==> config.mk <==
export PLATFORM = sky130hd
export DESIGN_NAME = pipe_if_stage
export DESIGN_NICKNAME = d
export VERILOG_FILES = /design/src/rtl/pipe_if_stage.sv
export SDC_FILE = /design/constraint.sdc
export NUM_CORES = 1
export LEC_CHECK = 0
export CORE_MARGIN = 2
export CORE_UTILIZATION = 50
export DETAILED_ROUTE_END_ITERATION = 10
export PLACE_DENSITY = 0.86
export SLEW_MARGIN = 20
export SYNTH_ARGS = -nofsm -noshare
export SYNTH_HDL_FRONTEND = slang
export SYNTH_SLANG_ARGS = --single-unit
==> constraint.sdc <==
create_clock -name clk_i -period 4.65 [get_ports clk_i]
set_input_delay 1.1625 -clock clk_i [delete_from_list [all_inputs] [get_ports clk_i]]
set_output_delay 1.1625 -clock clk_i [all_outputs]
set_load 0.02 [all_outputs]
==> src/rtl/pipe_if_stage.sv <==
// Purpose: instruction-fetch stage with PC register, IF/ID pipeline register and BOOT/RUN/HOLD control FSM.
// Latency: one cycle, so the word fetched while pc_o=X appears on IF/ID at the next rising edge.
// Backpressure: stall_i freezes PC and IF/ID; branch_taken_i overrides a stall, and flush_i only empties IF/ID.
module pipe_if_stage #(
    parameter logic [31:0] RESET_PC = 32'h0000_0000,
    parameter int          CNT_W    = 32
) (
    input  logic             clk_i,
    input  logic             rst_n,
    output logic [31:0]      im_addr_o,
    input  logic [31:0]      im_data_i,
    input  logic             stall_i,
    input  logic             branch_taken_i,
    input  logic [31:0]      branch_target_i,
    input  logic             flush_i,
    output logic [31:0]      pc_o,
    output logic [31:0]      ifid_instr_o,
    output logic [31:0]      ifid_pc4_o,
    output logic             ifid_valid_o,
    output logic [CNT_W-1:0] fetch_cnt_o,
    output logic [CNT_W-1:0] stall_cnt_o
);

    typedef enum logic [1:0] {
        ST_BOOT = 2'd0,
        ST_RUN  = 2'd1,
        ST_HOLD = 2'd2
    } state_t;

    localparam logic [CNT_W-1:0] CNT_ONE = {{(CNT_W-1){1'b0}}, 1'b1};
    localparam logic [CNT_W-1:0] CNT_MAX = {CNT_W{1'b1}};

    state_t           r_state;
    state_t           w_state_nxt;
    logic [31:0]      r_pc;
    logic [31:0]      r_instr;
    logic [31:0]      r_pc4;
    logic             r_valid;
    logic [CNT_W-1:0] r_fetch_cnt;
    logic [CNT_W-1:0] r_stall_cnt;

    logic [31:0]      w_pc_plus4;
    logic [31:0]      w_target;
    logic [31:0]      w_pc_nxt;
    logic [31:0]      w_instr_nxt;
    logic [31:0]      w_pc4_nxt;
    logic             w_valid_nxt;
    logic             w_fetch_inc;
    logic             w_stall_inc;

    // PC+4 wraps naturally modulo 2^32; redirect targets are forced word-aligned.
    assign w_pc_plus4 = r_pc + 32'd4;
    assign w_target   = branch_target_i & 32'hFFFF_FFFC;

    // Next-state and next IF/ID contents; priority is redirect, then stall, then flush.
    always_comb begin
        w_state_nxt = r_state;
        w_pc_nxt    = r_pc;
        w_instr_nxt = r_instr;
        w_pc4_nxt   = r_pc4;
        w_valid_nxt = r_valid;
        w_fetch_inc = 1'b0;
        w_stall_inc = 1'b0;
        case (r_state)
            ST_BOOT: begin
                // One idle cycle after reset release; nothing is fetched.
                w_state_nxt = ST_RUN;
            end
            ST_RUN, ST_HOLD: begin
                if (branch_taken_i) begin
                    w_state_nxt = ST_RUN;
                    w_pc_nxt    = w_target;
                    w_instr_nxt = 32'h0;
                    w_valid_nxt = 1'b0;
                end else if (stall_i) begin
                    w_state_nxt = ST_HOLD;
                    w_stall_inc = (r_state == ST_HOLD);
                    if (flush_i) begin
                        w_instr_nxt = 32'h0;
                        w_valid_nxt = 1'b0;
                    end
                end else begin
                    w_state_nxt = ST_RUN;
                    w_pc_nxt    = w_pc_plus4;
                    if (flush_i) begin
                        w_instr_nxt = 32'h0;
                        w_valid_nxt = 1'b0;
                    end else begin
                        w_instr_nxt = im_data_i;
                        w_pc4_nxt   = w_pc_plus4;
                        w_valid_nxt = 1'b1;
                        w_fetch_inc = 1'b1;
                    end
                end
            end
            default: begin
                w_state_nxt = ST_BOOT;
            end
        endcase
    end

    // FSM state register.
    always_ff @(posedge clk_i or negedge rst_n) begin
        if (!rst_n) begin
            r_state <= ST_BOOT;
        end else begin
            r_state <= w_state_nxt;
        end
    end

    // PC and IF/ID pipeline register.
    always_ff @(posedge clk_i or negedge rst_n) begin
        if (!rst_n) begin
            r_pc    <= RESET_PC;
            r_instr <= 32'h0;
            r_pc4   <= 32'h0;
            r_valid <= 1'b0;
        end else begin
            r_pc    <= w_pc_nxt;
            r_instr <= w_instr_nxt;
            r_pc4   <= w_pc4_nxt;
            r_valid <= w_valid_nxt;
        end
    end

    // Saturating performance counters: accepted fetches and HOLD-to-HOLD cycles.
    always_ff @(posedge clk_i or negedge rst_n) begin
        if (!rst_n) begin
            r_fetch_cnt <= '0;
            r_stall_cnt <= '0;
        end else begin
            if (w_fetch_inc && (r_fetch_cnt != CNT_MAX)) begin
                r_fetch_cnt <= r_fetch_cnt + CNT_ONE;
            end
            if (w_stall_inc && (r_stall_cnt != CNT_MAX)) begin
                r_stall_cnt <= r_stall_cnt + CNT_ONE;
            end
        end
    end

    assign im_addr_o    = r_pc;
    assign pc_o         = r_pc;
    assign ifid_instr_o = r_instr;
    assign ifid_pc4_o   = r_pc4;
    assign ifid_valid_o = r_valid;
    assign fetch_cnt_o  = r_fetch_cnt;
    assign stall_cnt_o  = r_stall_cnt;

endmodule

==> run metrics <==
outcome=finished, final reports clean; first-pass GRT wire length=35100 um; CTS Sinks=159; setup_tns=0 ns; CP endpoint kind=register; Top delay family on crit path=simple AND/OR/NAND/NOR gates; Setup-failing EPs final=0; hold bufs inserted after CTS=0; Post-Route Skew=0.0112 ns; total track usage=26.0%; total CTS buffers=17; row count=46; most frequent cells in the layout=clkdlybuf4s50_1, dfrtp_1, nand2_1; vias=7081; buffer count from post-CTS setup fixing=0; compound-cell area share of the yosys netlist=13.5%; CP bufs+invs=1; post-synth top area cell=dfrtp_1; clk slew on worst S/H paths=0.07 ns; synthesis warning total=0; Synth Register Bits=159; share of the synthesized area in the top cell type=49.4%; die area=17100 um2; ys flop type=dfrtp_1; Simple-Gate Fraction of Synth Area=20.2%; gpl congestion=0.846; vias in the first global route=6823; Hold Crit Class=reg -> reg; Post-synth ARST share=100%; ratio of cells with drive above 1 in the final layout=5.98%; power density cells=556 nW/um2; adder-cell share of the synthesized area=0.932%; starting density of the core=50.9%; initial antenna violation count=1; CP Cell Sequence=clkdlybuf4s50_1 > or4b_2 > nor3_1 > o311a_1 > nand4_1 > xnor2_1; IO buf count=253; commonest non-fill, non-tap cell in the layout=clkdlybuf4s50_1; antenna-violating nets left=0; worst ir drop on vdd=463 uV; DRT iter0 DRCs=519; Worst Setup Start Kind=input port; # H-tree levels=4; Clock Tree Buf Depth=2; DRC violations left=0; core area=15800 um2; IO Pins=262; Root Driver=clkbuf_16; clk_lat worst skew=0.42 ns; die height=131 um; Yosys cell types=60; Die Wd=131 um; CP peak stage delay=0.79 ns; WL final=22500 um; dominant cells by area after synthesis=dfrtp_1, xnor2_1, nand2_1; nets=1099; post-synthesis cell area=8050 um2; worst-margin pin slew=0.878 ns; CP arrival=3.89 ns; post-route minimum period=3.59 ns; largest net degree at the start of global routing=111; Crit Path Category=in -> reg; HPWL Detailed=15700 um; GR Overflow Total=0; Syn Area/Cell=9.84 um2; routed len/inst=18.0 um; post-synthesis mux area share=0.404%; Achievable Freq=279 MHz; Total Power=6.19 mW; LEAKAGE=4.57 nW; Final Hold Viols=0; crit path max fanout=10; DR vias/cell=5.65; MaxCap Viol Count=0; Final Max Tran Viols=0; Layout area overhead=38.2%; CTS tree=yes; largest family of logic cells by synthesized area=simple AND/OR/NAND/NOR gates; First-pass DRT Iterations=5; Post-synth EDFFs=0; sequential area share after synthesis=49.4%; max_slew headroom=41.5%; fin crit share=77.1%; Critical Path RT=4.95 ns; slowest CP cell=or4b_2; post_cts resized=0; unrepaired setup endpoints after global routing=false; Synth Area in XOR/XNOR=9.14%; FILL cells=1180; post-synthesis instance total=818
-- sequential cells by signal (all words and copies together) (netlist names) --
| signal | flops |
|---|---|
| stall_cnt_o | 32 |
| ifid_valid_o | 1 |
| ifid_pc4_o | 30 |
| im_addr_o | 30 |
| ifid_instr_o | 32 |
| r_state | 2 |
| fetch_cnt_o | 32 |
-- metal layers --
layer	track usage (%)	vias to the layer above	part of all wire (%)
li1	-	3318	-
met1	34.5	3407	42
met2	41.4	309	48
met3	7.13	47	8.4
met4	9.20	0	2.4
met5	0	-	0
-- through the flow --
stage                     setup WS, ns  util (%)  hold WS, ns  instance area [um2]  cells
after floorplan                   1.67         -        0.563                 8070    823
after global placement           0.676      66.5        0.460                10500   1221
after detailed placement         0.652      66.5        0.468                10500   1221
after CTS                         1.10      70.3        0.484                11100   1253
after global routing             0.871      70.3        0.507                11100   1253
final                             1.06      70.3        0.480                11100   1254
-- report_power, final --
part	leakage, nW	internal, mW	switching (mW)	total (mW)
sequential	2.08	1.72	0.457	2.18
combinational	2.21	1.19	1.40	2.59
clock	0.281	0.808	0.610	1.42
-- Yosys cell counts (2+ instances only) --
cell	count
a21oi_1	24
or4b_1	3
a22oi_1	12
a22o_1	32
nor3_1	23
and4b_1	2
mux2_2	2
or2_2	2
o211ai_1	3
nand4_1	34
xnor2_1	62
o41ai_1	2
nand2_1	86
o31ai_1	3
and2_1	4
buf_4	38
nor4_1	8
o22ai_1	4
nor2b_1	3
xor2_1	22
ha_1	6
buf_2	6
nor2_1	42
o21ai_0	49
or4_1	3
o311ai_0	5
buf_1	3
clkbuf_1	40
a311oi_1	4
o2bb2ai_1	5
nand3_1	45
dfrtp_1	159
a211o_1	2
and3_1	20
nand2b_1	2
inv_1	8
and4_1	18
a31oi_1	3
or3_1	8
-- tightest hold or removal path: stages, from the launching register on --
cell and delay (ns):
dfrtp_1 0.34, nand2_1 0.04, o21ai_0 0.06
-- layout make-up --
| class | instances | area (um2) | area share (%) |
|---|---|---|---|
| antenna | 1 | 2.50 | 0.0225 |
| clock buffer | 17 | 425 | 3.82 |
| clock inverter | 15 | 174 | 1.56 |
| inverter | 10 | 37.5 | 0.337 |
| multi-input combinational | 567 | 3590 | 32.2 |
| sequential | 159 | 3980 | 35.7 |
| tap | 216 | 270 | 2.43 |
| timing repair buffer | 269 | 2660 | 23.9 |
-- logic make-up after synthesis --
kind of cell | count (synthesis)
and+or+nand+nor | 310
DFF | 159
muxes | 3
xor gates and xnor gates | 84
other | 1
adders and majority gates | 6
AOI/OAI and AO/OA | 158
buffers and inverters | 97
-- worst paths after layout --
path | cells past startpoint | end | from | slack [ns]
setup / recovery | 6 | fetch_cnt_o[31]$_DFFE_PN0P_ | flush_i | 1.06
hold / removal | 2 | ifid_pc4_o[14]$_DFFE_PN0P_ | ifid_pc4_o[14]$_DFFE_PN0P_ | 0.48
setup reg to reg | 7 | fetch_cnt_o[31]$_DFFE_PN0P_ | r_state[1]$_DFF_PN0_ | 1.67
hold reg to reg | 2 | ifid_pc4_o[14]$_DFFE_PN0P_ | ifid_pc4_o[14]$_DFFE_PN0P_ | 0.48
max in group asynchronous | 2 | im_addr_o[30]$_DFFE_PN0P_ | rst_n | 2.94
min in group asynchronous | 1 | fetch_cnt_o[13]$_DFFE_PN0P_ | rst_n | 0.85
Note: power is estimated with default switching activity, not from simulation.
